`src/rtl/cv32e40s_pkg.sv`:
```
// Shared types for the XIF offload ID tracker.
package cv32e40s_pkg;

  typedef enum logic [1:0] {
    XID_FREE      = 2'd0,
    XID_ISSUED    = 2'd1,
    XID_COMMITTED = 2'd2
  } xif_id_state_e;

endpackage

```
`src/rtl/cv32e40s_ff_one.sv`:
```
// Priority encoder: index of the lowest set bit, plus an all-zero flag.
module cv32e40s_ff_one #(
  parameter int LEN   = 16,
  parameter int IDX_W = (LEN > 1) ? $clog2(LEN) : 1
) (
  input  logic [LEN-1:0]   in_i,
  output logic [IDX_W-1:0] first_one_o,
  output logic             no_ones_o
);

  always_comb begin
    first_one_o = '0;
    for (int i = LEN - 1; i >= 0; i--) begin
      if (in_i[i]) first_one_o = IDX_W'(i);
    end
  end

  assign no_ones_o = ~|in_i;

endmodule

```
`src/rtl/cv32e40s_xif_id_tracker.sv`:
```
// Tracks each XIF offload ID from issue through commit to result, allocates the
// lowest free ID and reports outstanding/idle/writeback status plus a sticky error.
//
// Per-entry state:
//   state          | meaning
//   XID_FREE       | ID unused, may be allocated
//   XID_ISSUED     | accepted by the coprocessor, awaiting commit or kill
//   XID_COMMITTED  | committed, awaiting its result
module cv32e40s_xif_id_tracker
  import cv32e40s_pkg::*;
#(
  parameter int X_ID_WIDTH        = 4,
  parameter int X_MAX_OUTSTANDING = 4,
  parameter int CNT_WIDTH         = $clog2(X_MAX_OUTSTANDING + 1)
) (
  input  logic                  clk,
  input  logic                  rst,
  input  logic                  issue_valid_i,
  input  logic                  issue_ready_i,
  input  logic                  issue_accept_i,
  input  logic                  issue_writeback_i,
  output logic [X_ID_WIDTH-1:0] issue_id_o,
  output logic                  issue_allowed_o,
  input  logic                  commit_valid_i,
  input  logic [X_ID_WIDTH-1:0] commit_id_i,
  input  logic                  commit_kill_i,
  input  logic                  result_valid_i,
  input  logic                  result_ready_i,
  input  logic [X_ID_WIDTH-1:0] result_id_i,
  output logic [CNT_WIDTH-1:0]  outstanding_cnt_o,
  output logic                  all_idle_o,
  output logic                  wb_pending_o,
  output logic                  protocol_err_o,
  output logic [X_ID_WIDTH-1:0] err_id_o
);

  localparam int NUM_IDS = 2 ** X_ID_WIDTH;

  if (X_MAX_OUTSTANDING < 1 || X_MAX_OUTSTANDING > NUM_IDS) begin : g_param_check
    $error("X_MAX_OUTSTANDING must be in 1..2**X_ID_WIDTH");
  end

  xif_id_state_e           w_state [NUM_IDS];
  logic [NUM_IDS-1:0]      w_free_mask;
  logic [NUM_IDS-1:0]      w_wb_pend;
  logic [X_ID_WIDTH-1:0]   w_free_idx;
  logic                    w_no_free;

  logic                    w_issue_hs;
  logic                    w_alloc;
  logic                    w_commit_ok;
  logic                    w_kill;
  logic                    w_result_hs;
  logic                    w_result_ok;
  logic                    w_issue_err;
  logic                    w_commit_err;
  logic                    w_result_err;
  logic                    w_err_any;
  logic [X_ID_WIDTH-1:0]   w_err_id;

  logic [CNT_WIDTH-1:0]    r_cnt;
  logic                    r_err;
  logic [X_ID_WIDTH-1:0]   r_err_id;

  cv32e40s_ff_one #(
    .LEN   (NUM_IDS),
    .IDX_W (X_ID_WIDTH)
  ) u_ff_one (
    .in_i        (w_free_mask),
    .first_one_o (w_free_idx),
    .no_ones_o   (w_no_free)
  );

  assign issue_allowed_o = ~w_no_free & (r_cnt < CNT_WIDTH'(X_MAX_OUTSTANDING));
  // Nothing may be allocated while blocked, so drive ID 0 rather than a stray free index.
  assign issue_id_o      = issue_allowed_o ? w_free_idx : '0;

  assign w_issue_hs  = issue_valid_i & issue_ready_i & issue_accept_i;
  assign w_alloc     = w_issue_hs & issue_allowed_o;
  assign w_commit_ok = commit_valid_i & (w_state[commit_id_i] == XID_ISSUED);
  assign w_kill      = w_commit_ok & commit_kill_i;
  assign w_result_hs = result_valid_i & result_ready_i;
  assign w_result_ok = w_result_hs & (w_state[result_id_i] == XID_COMMITTED);

  assign w_issue_err  = w_issue_hs & ~issue_allowed_o;
  assign w_commit_err = commit_valid_i & ~w_commit_ok;
  assign w_result_err = w_result_hs & ~w_result_ok;

  for (genvar g = 0; g < NUM_IDS; g++) begin : g_entry
    xif_id_state_e r_state;
    xif_id_state_e w_state_nxt;
    logic          r_wb;
    logic          w_wb_nxt;
    logic          w_sel_issue;
    logic          w_sel_commit;
    logic          w_sel_result;

    assign w_sel_issue  = w_alloc     & (issue_id_o  == X_ID_WIDTH'(g));
    assign w_sel_commit = w_commit_ok & (commit_id_i == X_ID_WIDTH'(g));
    assign w_sel_result = w_result_ok & (result_id_i == X_ID_WIDTH'(g));

    // The three selects target disjoint current states, so at most one fires.
    always_comb begin
      w_state_nxt = r_state;
      w_wb_nxt    = r_wb;
      if (w_sel_issue) begin
        w_state_nxt = XID_ISSUED;
        w_wb_nxt    = issue_writeback_i;
      end
      if (w_sel_commit) begin
        w_state_nxt = commit_kill_i ? XID_FREE : XID_COMMITTED;
        if (commit_kill_i) w_wb_nxt = 1'b0;
      end
      if (w_sel_result) begin
        w_state_nxt = XID_FREE;
        w_wb_nxt    = 1'b0;
      end
    end

    always_ff @(posedge clk) begin
      if (rst) begin
        r_state <= XID_FREE;
        r_wb    <= 1'b0;
      end else begin
        r_state <= w_state_nxt;
        r_wb    <= w_wb_nxt;
      end
    end

    assign w_state[g]     = r_state;
    assign w_free_mask[g] = (r_state == XID_FREE);
    assign w_wb_pend[g]   = (r_state == XID_COMMITTED) & r_wb;
  end

  always_comb begin
    w_err_any = w_issue_err | w_commit_err | w_result_err;
    w_err_id  = '0;
    if (w_issue_err)       w_err_id = issue_id_o;
    else if (w_commit_err) w_err_id = commit_id_i;
    else if (w_result_err) w_err_id = result_id_i;
  end

  always_ff @(posedge clk) begin
    if (rst) begin
      r_cnt    <= '0;
      r_err    <= 1'b0;
      r_err_id <= '0;
    end else begin
      r_cnt <= r_cnt + CNT_WIDTH'(w_alloc) - CNT_WIDTH'(w_kill) - CNT_WIDTH'(w_result_ok);
      if (!r_err && w_err_any) begin
        r_err    <= 1'b1;
        r_err_id <= w_err_id;
      end
    end
  end

  assign outstanding_cnt_o = r_cnt;
  assign all_idle_o        = (r_cnt == '0);
  assign wb_pending_o      = |w_wb_pend;
  assign protocol_err_o    = r_err;
  assign err_id_o          = r_err_id;

endmodule

```
`config.mk`:
```
export PLATFORM = sky130hd
export DESIGN_NAME = cv32e40s_xif_id_tracker
export DESIGN_NICKNAME = d
export VERILOG_FILES = /design/src/rtl/cv32e40s_pkg.sv /design/src/rtl/cv32e40s_ff_one.sv /design/src/rtl/cv32e40s_xif_id_tracker.sv
export SDC_FILE = /design/constraint.sdc
export NUM_CORES = 1
export LEC_CHECK = 0
export ABC_CLOCK_PERIOD_IN_PS = 3950
export BUFFER_PORTS_ARGS = -buffer_cell sky130_fd_sc_hd__buf_2
export CORE_MARGIN = 2
export CORE_UTILIZATION = 62
export CTS_BUF_LIST = sky130_fd_sc_hd__clkbuf_8
export DETAILED_ROUTE_END_ITERATION = 7
export PLACE_DENSITY = 0.82
export SLEW_MARGIN = 25
export SYNTH_ARGS = -nofsm -noshare
export SYNTH_HDL_FRONTEND = slang
export SYNTH_HIERARCHICAL = 1
export SYNTH_SLANG_ARGS = --single-unit
export TNS_END_PERCENT = 10
```
`constraint.sdc`:
```
create_clock -name clk -period 3.95 [get_ports clk]
set_clock_uncertainty 0.05 [all_clocks]
set_input_delay 0.79 -clock clk [delete_from_list [all_inputs] [get_ports clk]]
set_output_delay 0.79 -clock clk [all_outputs]
set_load 0.005 [all_outputs]
```
==> results.cfg <==
[synthesis]
synthCells = 416
synthMuxAreaShare = 0.131
synth_top_area_share = 0.300
yosys.area_share.simple = 0.263
synth_edf_count = 0
netlist_area_mm2 = 0.00374
yosysTopAreaCell = dfxtp_1
synthArstFlopShare = 0
synthTopCellsByArea = dfxtp_1 (30%), mux4_2 (6.6%), nor2_1 (5.7%)
synth_compound_area_frac = 0.241
syn-num-nets = 438
ys.flop_type = dfxtp_1
ys_seq_elements = 56
synth_top_family_by_area = simple AND/OR/NAND/NOR gates
synth_xor_area_frac = 0.00468
synth_cell_types = 64
synthAdderAreaFrac = 0.0154
avgSynthCellArea_um2 = 8.99
synth_warnings = 6
ys_seq_area_frac = 0.300

[clock_network]
post_cts_buffers = 0
clkSinkCount = 56
clock_path_buffers = 2
path_clk_slew_ps = 100
root_buffer = clkbuf_8
insertion_delay_ps = 310
cts_resized = 0
htree_num_levels = 2
cts_tree = yes
cts_hold_buf = 0
cts_made_buffers = 5

[worst_setup_path]
crit_path_end_kind = flop
cp_num_buf_inv = 2
path_cells = buf_2 -> mux4_2 -> a22oi_1 -> nand2_1 -> and2_1 -> and3_1 -> fa_1 -> inv_1 -> ha_1 -> ha_1 -> xor2_1 -> xnor2_1 -> nor2_1
r2r_cells = 12
cp_top_family = adder cells
reg2reg_slack_ps = 910
r2r_end = outstanding_cnt_o[2]
crit_fanout = 12
cp-start-kind = primary input
crit_arrival_ps = 3630
cpPeakStageDelay_ps = 540
cp.depth = 13
worstReg2RegStart = g_entry[2].r_state[0]
crit_type = in2reg
cp_slowest_cell = mux4_2
cp.required_ps = 4080
path_common_cell = ha_1

[grt]
antenna_found_initial = 0
grt_pass1_vias = 3572
grt_pass1_wl_mm = 18.5
grt_max_degree = 30
grt_use_total = 0.373
overflow = 0

[final_layout]
multi_input_area_mm2 = 0.00245
antenna_cells = 0
layout-drive-gt1-share = 0.216
layout_common_cells = nor2_1 (57), dfxtp_1 (56), buf_2 (32), nand2_1 (31), o21ai_0 (19)
regArea_mm2 = 0.00112
fillCellCount = 470
final_common_cell = nor2_1
nets = 466
syn_to_final_growth_pct = 7.69

[power_and_ir_drop]
intPower_uw = 736
powerDensity_mw_per_mm2 = 250
combPwrFrac = 0.131
p_switching_uw = 272
power_switching_share = 0.270
p_clk_frac = 0.299
ir_drop_v = 0.000181
seqPwrFrac = 0.571
cellLeakagePower_uw = 0.00152

[die]
num_rows = 28
start_util = 0.635
dieHeight_um = 81.7
die_area_mm2 = 0.00667
num_io_pins = 33
die_width_um = 81.7
core_mm2 = 0.00589

[sta]
worst_slack_ps = 449
setup_viol = 0
slew_viol_final = 0
rsz0062_at_grt = no
finalCritPeriodShare = 0.886
hold_viol = 0
fmax_mhz = 286
slew-limit-headroom = 0.518
fin_tns_setup_ps = 0
period_needed_ps = 3500
tightestPinTransition_ps = 720

[route]
drtIter0Drc = 565
vias = 3699
ant_nets = 0
drc = 0
dr.pass1.iters = 6
via_per_inst = 7.13
drt_wl_total_mm = 11.9
wire_per_inst_um = 22.9

[worst_hold_path]
whs_path_depth = 1
min_to = err_id_o[0]
min_from = err_id_o[0]
min-delay-path-class = reg2reg

[place]
port_buffers = 32
pre_cts_ws_ps = 133
place_congestion = 1.01
dp_hpwl_mm = 8.52

[outcome]
outcome = complete, no violations

[flow_run]
cap_violations = 0
[metrics by stage]
step / cells / utilization / hold WS, ps / power (uW) / area [um2]
after CTS: 519 / 0.684 / 447 / 1000 / 4030
after global placement: 512 / 0.671 / 419 / 711 / 3950
after floorplan: 416 / - / 405 / 668 / 3740
after global routing: 519 / 0.684 / 460 / 1030 / 4030
final: 519 / 0.684 / 448 / 1010 / 4030
after detailed placement: 512 / 0.671 / 430 / 715 / 3950
[synthesized netlist by cell type (3+ instances only)]
| master | number |
|---|---|
| nor2b_1 | 11 |
| a22oi_1 | 5 |
| nand3_1 | 8 |
| dfxtp_1 | 56 |
| ha_1 | 3 |
| a311oi_1 | 4 |
| and4b_1 | 3 |
| mux2i_1 | 10 |
| mux4_1 | 5 |
| a21oi_1 | 17 |
| nand2b_1 | 6 |
| nor2_1 | 57 |
| a221o_1 | 4 |
| and3_1 | 10 |
| a31oi_1 | 5 |
| o21ai_0 | 19 |
| a31o_2 | 11 |
| a22o_1 | 4 |
| and2_1 | 11 |
| buf_6 | 4 |
| nand3b_1 | 5 |
| nand2_1 | 31 |
| nand4_1 | 10 |
| a221oi_2 | 7 |
| a211oi_1 | 14 |
| clkbuf_1 | 13 |
| nor3_1 | 10 |
| inv_1 | 14 |
| mux4_2 | 11 |
| a2111oi_2 | 4 |
[area by class of cell]
type,instances,share of cell area
clock buffers,5,0.0171
well taps,75,0.0233
inverters,15,0.0140
repair buffers,41,0.0565
flip-flops and latches,56,0.278
clock inverters,2,0.00217
multi-input cells,325,0.609
[power groups by stage]
stage / Combinational (uW) / Clock, uW / Sequential [uW]
3_5_place_dp: 126 / 0 / 588
4_1_cts: 127 / 301 / 575
6_report: 132 / 301 / 575
2_1_floorplan: 79.7 / 0 / 588
3_3_place_gp: 123 / 0 / 588
5_1_grt: 140 / 319 / 576
[kinds of logic (layout without fill, tap and decap cells)]
kind of cell / after synthesis / in the layout
and+or+nand+nor: 183 / 183
AOI/OAI and AO/OA: 109 / 109
DFF: 56 / 56
buffers and inverters: 35 / 63
muxes: 27 / 27
adders and majority gates: 4 / 4
xor gates and xnor gates: 2 / 2
[per-layer routing]
metal  routed length, um  vias up  track usage  part of all wire
met3                1540       73       0.0912              0.13
met4                 706        0        0.197             0.059
met5                   0        -            0                 0
met1                4660     1701        0.504              0.39
met2                5000      299        0.552              0.42
li1                    -     1626            -                 -
[registers in the layout, summed over array words and instances (netlist names)]
register           flops
outstanding_cnt_o      3
g_entry.r_wb          16
err_id_o               4
protocol_err_o         1
g_entry.r_state       32
[worst max-delay path by stage]
stage / startpoint / endpoint / slack [ps]
2_1_floorplan: commit_id_i[0] / outstanding_cnt_o[2] / 270
3_3_place_gp: commit_id_i[0] / outstanding_cnt_o[2] / 260
3_5_place_dp: commit_id_i[0] / outstanding_cnt_o[2] / 130
4_1_cts: commit_id_i[0] / outstanding_cnt_o[2] / 450
5_1_grt: commit_id_i[0] / outstanding_cnt_o[2] / 240
6_report: commit_id_i[0] / outstanding_cnt_o[2] / 450
Note: power is estimated with default switching activity, not from simulation.
